**src/rtl/reg_file_p_pkg.sv**
```systemverilog
// Shared CPU package: register-file opcode set.
// Used by the register file, the ALU and the control unit.
package reg_file_p_pkg;

  typedef enum logic [2:0] {
    FS_HOLD  = 3'b000,
    FS_LOAD  = 3'b001,
    FS_CLEAR = 3'b010,
    FS_INC   = 3'b011,
    FS_DEC   = 3'b100,
    FS_SHL   = 3'b101,
    FS_SHR   = 3'b110,
    FS_ROL   = 3'b111
  } funsel_e;

  localparam int FUNSEL_W = 3;

endpackage

```
**src/rtl/reg_file_p_reg_cell.sv**
```systemverilog
// Next-state logic for one register of the file.
// Purely combinational; the storage flop lives in the top.
module reg_cell
  import reg_file_p_pkg::*;
#(
  parameter int WIDTH = 8
) (
  input  funsel_e          funsel,
  input  logic             we,
  input  logic [WIDTH-1:0] load,
  input  logic [WIDTH-1:0] cur,
  output logic [WIDTH-1:0] nxt,
  output logic             wrap
);

  localparam logic [WIDTH-1:0] ONE = WIDTH'(1);

  always_comb begin
    nxt  = cur;
    wrap = 1'b0;
    if (we) begin
      unique case (funsel)
        FS_HOLD:  nxt = cur;
        FS_LOAD:  nxt = load;
        FS_CLEAR: nxt = '0;
        FS_INC: begin
          nxt  = cur + ONE;
          wrap = &cur;
        end
        FS_DEC: begin
          nxt  = cur - ONE;
          wrap = ~|cur;
        end
        FS_SHL:   nxt = {cur[WIDTH-2:0], 1'b0};
        FS_SHR:   nxt = {1'b0, cur[WIDTH-1:1]};
        FS_ROL:   nxt = {cur[WIDTH-2:0], cur[WIDTH-1]};
        default:  nxt = cur;
      endcase
    end
  end

endmodule

```
**src/rtl/reg_file_p.sv**
```systemverilog
// Multi-write register file with per-register opcode cells,
// two combinational read ports, registered wrap and zero flags.
module reg_file_p
  import reg_file_p_pkg::*;
#(
  parameter int WIDTH = 8,
  parameter int DEPTH = 8
) (
  input  logic                     clk,
  input  logic                     rst,
  input  logic [2:0]               funsel,
  input  logic [DEPTH-1:0]         rsel,
  input  logic [WIDTH-1:0]         load,
  input  logic [$clog2(DEPTH)-1:0] o1sel,
  input  logic [$clog2(DEPTH)-1:0] o2sel,
  output logic [WIDTH-1:0]         o1,
  output logic [WIDTH-1:0]         o2,
  output logic                     wrap,
  output logic [DEPTH-1:0]         zero
);

  logic [WIDTH-1:0] reg_q [DEPTH];
  logic [WIDTH-1:0] reg_d [DEPTH];
  logic [DEPTH-1:0] wrap_v;
  logic [DEPTH-1:0] zero_d, zero_q;
  logic             wrap_d, wrap_q;
  funsel_e          op;

  assign op = funsel_e'(funsel);

  for (genvar i = 0; i < DEPTH; i++) begin : g_cell
    reg_cell #(
      .WIDTH (WIDTH)
    ) u_cell (
      .funsel (op),
      .we     (rsel[i]),
      .load   (load),
      .cur    (reg_q[i]),
      .nxt    (reg_d[i]),
      .wrap   (wrap_v[i])
    );
  end

  // Flags track the next-state value so they line up with reg_q
  always_comb begin
    wrap_d = |wrap_v;
    zero_d = '0;
    for (int i = 0; i < DEPTH; i++) begin
      zero_d[i] = (reg_d[i] == '0);
    end
  end

  always_ff @(posedge clk) begin
    if (rst) begin
      for (int i = 0; i < DEPTH; i++) begin
        reg_q[i] <= '0;
      end
      zero_q <= '1;
      wrap_q <= 1'b0;
    end else begin
      for (int i = 0; i < DEPTH; i++) begin
        reg_q[i] <= reg_d[i];
      end
      zero_q <= zero_d;
      wrap_q <= wrap_d;
    end
  end

  assign o1   = reg_q[o1sel];
  assign o2   = reg_q[o2sel];
  assign wrap = wrap_q;
  assign zero = zero_q;

endmodule

```
**config.mk**
```make
export PLATFORM = sky130hd
export DESIGN_NAME = reg_file_p
export DESIGN_NICKNAME = d
export VERILOG_FILES = /design/src/rtl/reg_file_p_pkg.sv /design/src/rtl/reg_file_p_reg_cell.sv /design/src/rtl/reg_file_p.sv
export SDC_FILE = /design/constraint.sdc
export NUM_CORES = 1
export LEC_CHECK = 0
export ABC_AREA = 1
export CAP_MARGIN = 20
export CORE_MARGIN = 3
export CORE_UTILIZATION = 55
export DETAILED_ROUTE_END_ITERATION = 10
export HOLD_SLACK_MARGIN = 0.02
export PLACE_DENSITY = 0.75
export SLEW_MARGIN = 40
export SYNTH_ARGS = -nofsm -noshare
export SYNTH_HDL_FRONTEND = slang
export SYNTH_SLANG_ARGS = --single-unit
```
**constraint.sdc**
```tcl
create_clock -name clk -period 11.65 [get_ports clk]
set_clock_uncertainty 0.15 [all_clocks]
set_input_delay 1.7475 -clock clk [delete_from_list [all_inputs] [get_ports clk]]
set_output_delay 1.7475 -clock clk [all_outputs]
set_load 0.02 [all_outputs]
```
==> results by group, run 1 <==
Yosys
  – Asr flop ratio synth: 0%
  – Sequential fraction of the synthesis area: 17.6%
  – Avg Cell Area, Syn: 5.60 um^2
  – Number of synthesized flops with an enable pin: 0
  – Gate Count Post-Synth: 1479
  – Post-Syn Area: 8280 um^2
  – Top FF cell, synth: dfxtp_1
  – Syn_nets: 1562
  – Yosys cell types: 35
  – Register bit total from synthesis: 73
  – YS warnings: 0

Global routing
  – Met1 Use GR: 44.1%
  – Vias in the first global route: 8722
  – First-pass GRT wire length: 44.3 mm
  – GRT busiest layer: met2
  – GRT Resource Usage Total: 33.5%
  – GR Util met3: 4.57%
  – GRT Residual Overflow: 0
  – Initial antenna violation count: 0
  – Grt met2 use: 53.0%
  – Pin count of the biggest net entering global routing: 67

Route
  – Routed length per instance: 16.5 um
  – DRT iter0 DRCs: 1343
  – Router iterations before antenna repair: 7
  – DRT antenna net count: 0
  – Via Count: 9927
  – DR vias/cell: 5.88
  – DRC: 0
  – Final WL: 27.9 mm

Critical path
  – Worst-path fanout max: 41
  – Worst EP arrival: 4.29 ns
  – Required @ worst endpoint: 9.75 ns
  – CP startpoint: o1sel[0]
  – Worst R2R Start: reg_q[7][2]
  – Crit path kind: input port to primary output
  – CP Capture Type: primary output
  – Startpoint types: input port

Run status
  – Outcome: finished clean

Job
  – Max cap viols: 0

Timing
  – Final hold violations: 0
  – Period utilization: 53.1%
  – RSZ-0062 raised after global routing: false
  – Fmax: 162 MHz
  – Setup_tns: 0 ns
  – Endpoints failing setup: 0
  – Worst slew pin tran: 0.859 ns
  – Slew HR: 42.6%
  – Final Critical Period: 6.19 ns
  – Max Slew Vio Count: 0

Die
  – Core Region: 14600 um^2
  – Ports: 52
  – Die height: 129 um
  – Die width: 129 um
  – Effective utilization at floorplan: 56.6%
  – FP Rows: 44
  – Die area: 16600 um^2

Pwr
  – Worst VDD drop: 0.0703 mV
  – Logic pwr share: 33.0%
  – Clock Power Share: 34.2%
  – Leak: 0.00458 uW
  – Flop pwr share: 32.9%
  – Power Density: 101 nW/um^2
  – Switching Power: 348 uW
  – Pint: 578 uW
  – Switching part of the total power: 37.6%

Placed design
  – I/O Buffers: 51
  – Final HPWL DP: 19.7 mm
  – Routability Congestion: 1.03

Clocking
  – Clk sinks: 73
  – CTS tree: done
  – CTS clk-pin slew, worst paths: 0.06 ns
  – Root Buffer: clkbuf_16
  – H-tree Lvls: 3
  – Post_cts resized: 0
  – Post-CTS repair timing setup buffer count: 0
  – Total CTS buffers: 9
  – Clk buf depth: 2
  – Worst skew pair latency: 0.36 ns
  – Post-CTS Hold Fix Bufs: 0

Worst hold path
  – Hold_sp: reg_q[2][3]
  – HP Class: flop to flop

Layout
  – # nets final: 1582
  – Syn-to-layout area delta: 10.5%
  – Layout cell share with drive strength beyond 1: 4.52%
  – N_diodes: 0
  – Final core occ: 62.5%
logic make-up (layout without fill, tap and decap cells):
logic type,count (synthesis),after routing,synth area share [%]
DFF,73,73,17.6
AOI/OAI and AO/OA,237,237,15.9
adders and majority gates,56,56,9.18
buffers and inverters,238,263,11.5
and+or+nand+nor,875,875,45.7
cells in the final DEF, fill, tap and decap left out, drive strengths merged, types with 2 or more instances in the layout:
master / synthesis / routed
a21boi: 2 / 2
clkinv: 6 / 8
a31oi: 17 / 17
o22ai: 17 / 17
nand4: 41 / 41
o21ai: 74 / 74
a211oi: 8 / 8
clkdlybuf4s50: 0 / 49
dfxtp: 73 / 73
a21oi: 100 / 100
inv: 184 / 184
a22oi: 2 / 2
nor4: 5 / 5
nand2: 496 / 496
nor3: 27 / 27
ha: 48 / 48
a221oi: 16 / 16
nand3: 146 / 146
bufinv: 0 / 2
fa: 8 / 8
clkbuf: 29 / 11
or2: 17 / 17
nor2: 142 / 142
buf: 19 / 8
path summary, 6_finish.rpt:
kind,end,slack (ns),cells after the start
max,o1[3],5.46,7
min,reg_q[2][3],0.47,2
max reg2reg,zero[7],9.41,9
min reg2reg,reg_q[2][3],0.47,2
power groups by stage:
stage	sequential (uW)	combinational, uW	clock, uW
2_1_floorplan	300	215	0
3_3_place_gp	308	295	0
3_5_place_dp	308	298	0
4_1_cts	303	300	319
5_1_grt	307	340	326
6_report	305	305	316
area by class of cell:
cell class	count	area (um^2)
Multi-Input combinational cell	1168	5880
Fill cell	1448	5490
Inverter	190	713
Sequential cell	73	1460
Clock inverter	5	77.6
Timing Repair Buffer	57	546
Tap cell	184	230
Clock buffer	11	253
state kept, by name, summed over array words and instances (netlist names):
name,cells
reg_q,64
wrap,1
zero,8
layer usage:
metal,share of wire (%),up-vias,wire length (um)
met3,9.3,126,2580
met4,6.4,0,1770
met2,43,508,12100
li1,-,4917,-
met1,41,4376,11400
met5,0,-,0
cells in the mapped netlist, drive strengths merged, types with 6 or more instances:
cell type	n	area (um^2)
a221oi	16	140
a21oi	100	500
ha	48	601
a31oi	17	106
clkbuf	29	109
o22ai	17	106
nor3	27	135
nand4	41	257
a211oi	8	60.1
o21ai	74	370
fa	8	160
or2	17	106
clkinv	6	22.5
dfxtp	73	1460
nand2	496	1960
buf	19	133
nor2	142	548
inv	184	691
nand3	146	741
critical path, stage by stage:
cell	delay, ns
clkdlybuf4s50_1	0.46
buf_4	0.32
inv_1	0.41
a21oi_1	0.26
o21ai_0	0.10
a31oi_1	0.31
clkdlybuf4s50_1	0.67
through the flow:
stage / instances / hold slack, ns / setup WS, ns / cell area, um^2 / total power, uW
after global routing: 1688 / 0.523 / 5.35 / 9160 / 973
after detailed placement: 1672 / 0.463 / 5.56 / 8830 / 606
after CTS: 1688 / 0.469 / 5.54 / 9160 / 922
after floorplan: 1479 / 0.410 / 6.70 / 8280 / 515
final: 1688 / 0.473 / 5.46 / 9160 / 926
after global placement: 1672 / 0.452 / 5.59 / 8830 / 603
(Power assumes the default switching activity.)
==> inputs of run 2 (changes only) <==
--- a/config.mk
+++ b/config.mk
@@ -11,7 +11,7 @@
 export CORE_UTILIZATION = 55
 export DETAILED_ROUTE_END_ITERATION = 10
 export HOLD_SLACK_MARGIN = 0.02
-export PLACE_DENSITY = 0.75
+export PLACE_DENSITY = 0.78
 export SLEW_MARGIN = 40
 export SYNTH_ARGS = -nofsm -noshare
 export SYNTH_HDL_FRONTEND = slang
==> constraint.sdc (replaced) <==
create_clock -name clk -period 5.2 [get_ports clk]
set_clock_uncertainty 0.15 [all_clocks]
set_input_delay 0.78 -clock clk [delete_from_list [all_inputs] [get_ports clk]]
set_output_delay 0.78 -clock clk [all_outputs]
set_load 0.02 [all_outputs]
==> results by group, run 2 (synthesis results as in run 1) <==
Route
  – DRT iter0 DRCs: 1083 (-19%)
  – Router iterations before antenna repair: 7 (unchanged)
  – Final WL: 27.4 mm (-1.9%)
  – DRC: 0 (unchanged)
  – DRT antenna net count: 0 (unchanged)
  – Routed length per instance: 16.2 um (-2.1%)
  – Via Count: 9911 (-0.16%)
  – DR vias/cell: 5.86 (-0.34%)

Global routing
  – GRT Resource Usage Total: 33.4% (-0.098 points)
  – First-pass GRT wire length: 44.7 mm (+0.96%)
  – Initial antenna violation count: 0 (unchanged)
  – GRT Residual Overflow: 0 (unchanged)
  – Vias in the first global route: 8937 (+2.5%)
  – Pin count of the biggest net entering global routing: 67 (unchanged)

Placed design
  – Routability Congestion: 0.968 (-6.3%)
  – Final HPWL DP: 19.4 mm (-1.2%)
  – Dpl cells: 1675 (+0.18%)
  – I/O Buffers: 51 (unchanged)

Clocking
  – Post-CTS repair timing setup buffer count: 0 (unchanged)
  – Clk sinks: 73 (unchanged)
  – Clk buf depth: 2 (unchanged)
  – Post-CTS Hold Fix Bufs: 0 (unchanged)
  – Post_cts resized: 0 (unchanged)
  – H-tree Lvls: 3 (unchanged)
  – CTS tree: done
  – Total CTS buffers: 9 (unchanged)
  – Worst skew pair latency: 0.35 ns (about the same)
  – CTS clk-pin slew, worst paths: 0.06 ns (about the same)
  – Root Buffer: clkbuf_16

Pwr
  – Power Density: 225 nW/um^2 (+120%)
  – Worst VDD drop: 0.195 mV (+180%)
  – Leak: 0.00459 uW (+0.33%)
  – Total Power: 2070 uW (+120%)

Critical path
  – Required @ worst endpoint: 4.27 ns (-5.48 ns)
  – CP Capture Type: primary output
  – Startpoint types: input port
  – Worst-path fanout max: 20 (-51%)
  – Worst-case reg-to-reg path depth: 12 (+3)
  – Reg-to-reg slack, setup: 3.06 ns (-6.35 ns)
  – Crit path kind: input port to primary output
  – Worst EP arrival: 3.49 ns (-0.80 ns)

Layout
  – Most common cell after layout, fill and taps aside: nand2_1
  – Area of the multi-input gates: 5880 um^2 (about the same)
  – Sequential standard cell area: 1460 um^2 (unchanged)
  – Layout cell share with drive strength beyond 1: 4.64% (+0.12 points)
  – # nets final: 1585 (+0.19%)
  – Fillers: 1429 (-1.3%)
  – Max reg flops: 64 (unchanged)
  – Syn-to-layout area delta: 10.9%
  – Commonest cells after routing, fill and taps aside: nand2_1 (482), inv_1 (177), nand3_1 (144)
  – Post-route insts no fill: 1691 (+0.18%)
  – Top reg by flops: reg_q
  – N_diodes: 0 (unchanged)

Timing
  – Final hold violations: 0 (unchanged)
  – Period utilization: 85.0%
  – RSZ-0062 raised after global routing: false
  – Slew HR: 42.0% (-0.55 points)
  – Final Critical Period: 4.42 ns
  – Worst Hold Margin: 0.498 ns (+0.0252 ns)
  – Fmax: 226 MHz
  – Endpoints failing setup: 0 (unchanged)
  – Setup_tns: 0 ns (unchanged)
  – Max Slew Vio Count: 0 (unchanged)
  – Worst slew pin tran: 0.867 ns (+0.00816 ns)

Worst hold path
  – HP Class: flop to flop
  – Hold depth: 2 (unchanged)

Die
  – Die width: 129 um (unchanged)
  – Core Region: 14600 um^2 (unchanged)
  – Die height: 129 um (unchanged)
  – Die area: 16600 um^2 (unchanged)
  – FP Rows: 44 (unchanged)
  – Effective utilization at floorplan: 56.6% (unchanged)
  – Ports: 52 (unchanged)

Job
  – Max cap viols: 0 (unchanged)

Run status
  – Outcome: finished clean
run 2: critical path, stage by stage:
cell	delay, ns
clkdlybuf4s50_1	0.85
inv_1	0.48
a21oi_1	0.25
o21ai_0	0.12
a31oi_1	0.32
clkdlybuf4s50_1	0.67
run 2: worst paths after layout:
check                              endpoint        start
worst min register to register  reg_q[2][3]  reg_q[2][3]
worst min-delay path            reg_q[2][3]  reg_q[2][3]
worst max-delay path                  o1[1]     o1sel[1]
worst max register to register      zero[0]  reg_q[0][2]
run 2: area by class of cell:
cell class,count,share of cell area (%)
clock inverter,5,0.844
timing repair buffer,60,6.24
clock buffer,11,2.75
multi-input combinational,1168,64.0
inverter,190,7.77
tap,184,2.51
sequential,73,15.9
run 2: per-layer routing:
layer / up-vias / global-route usage [%] / routed length (um)
met5: - / 0 / 0
met4: 0 / 17.4 / 1680
met3: 120 / 6.85 / 2690
met2: 577 / 51.9 / 11700
met1: 4290 / 43.8 / 11200
li1: 4924 / - / -
run 2: through the flow:
stage	setup WS, ns	area, um^2	utilization (%)
6_report	0.781	9190	62.8
5_1_grt	0.693	9190	62.8
4_1_cts	0.921	9180	62.7
3_5_place_dp	0.710	8850	60.5
3_3_place_gp	0.846	8850	60.4
2_1_floorplan	1.21	8280	-
run 2: report_power, final:
part / internal [uW] / switching, uW
clock: 444 / 259
sequential: 604 / 79.8
combinational: 248 / 435
total: 1300 / 774
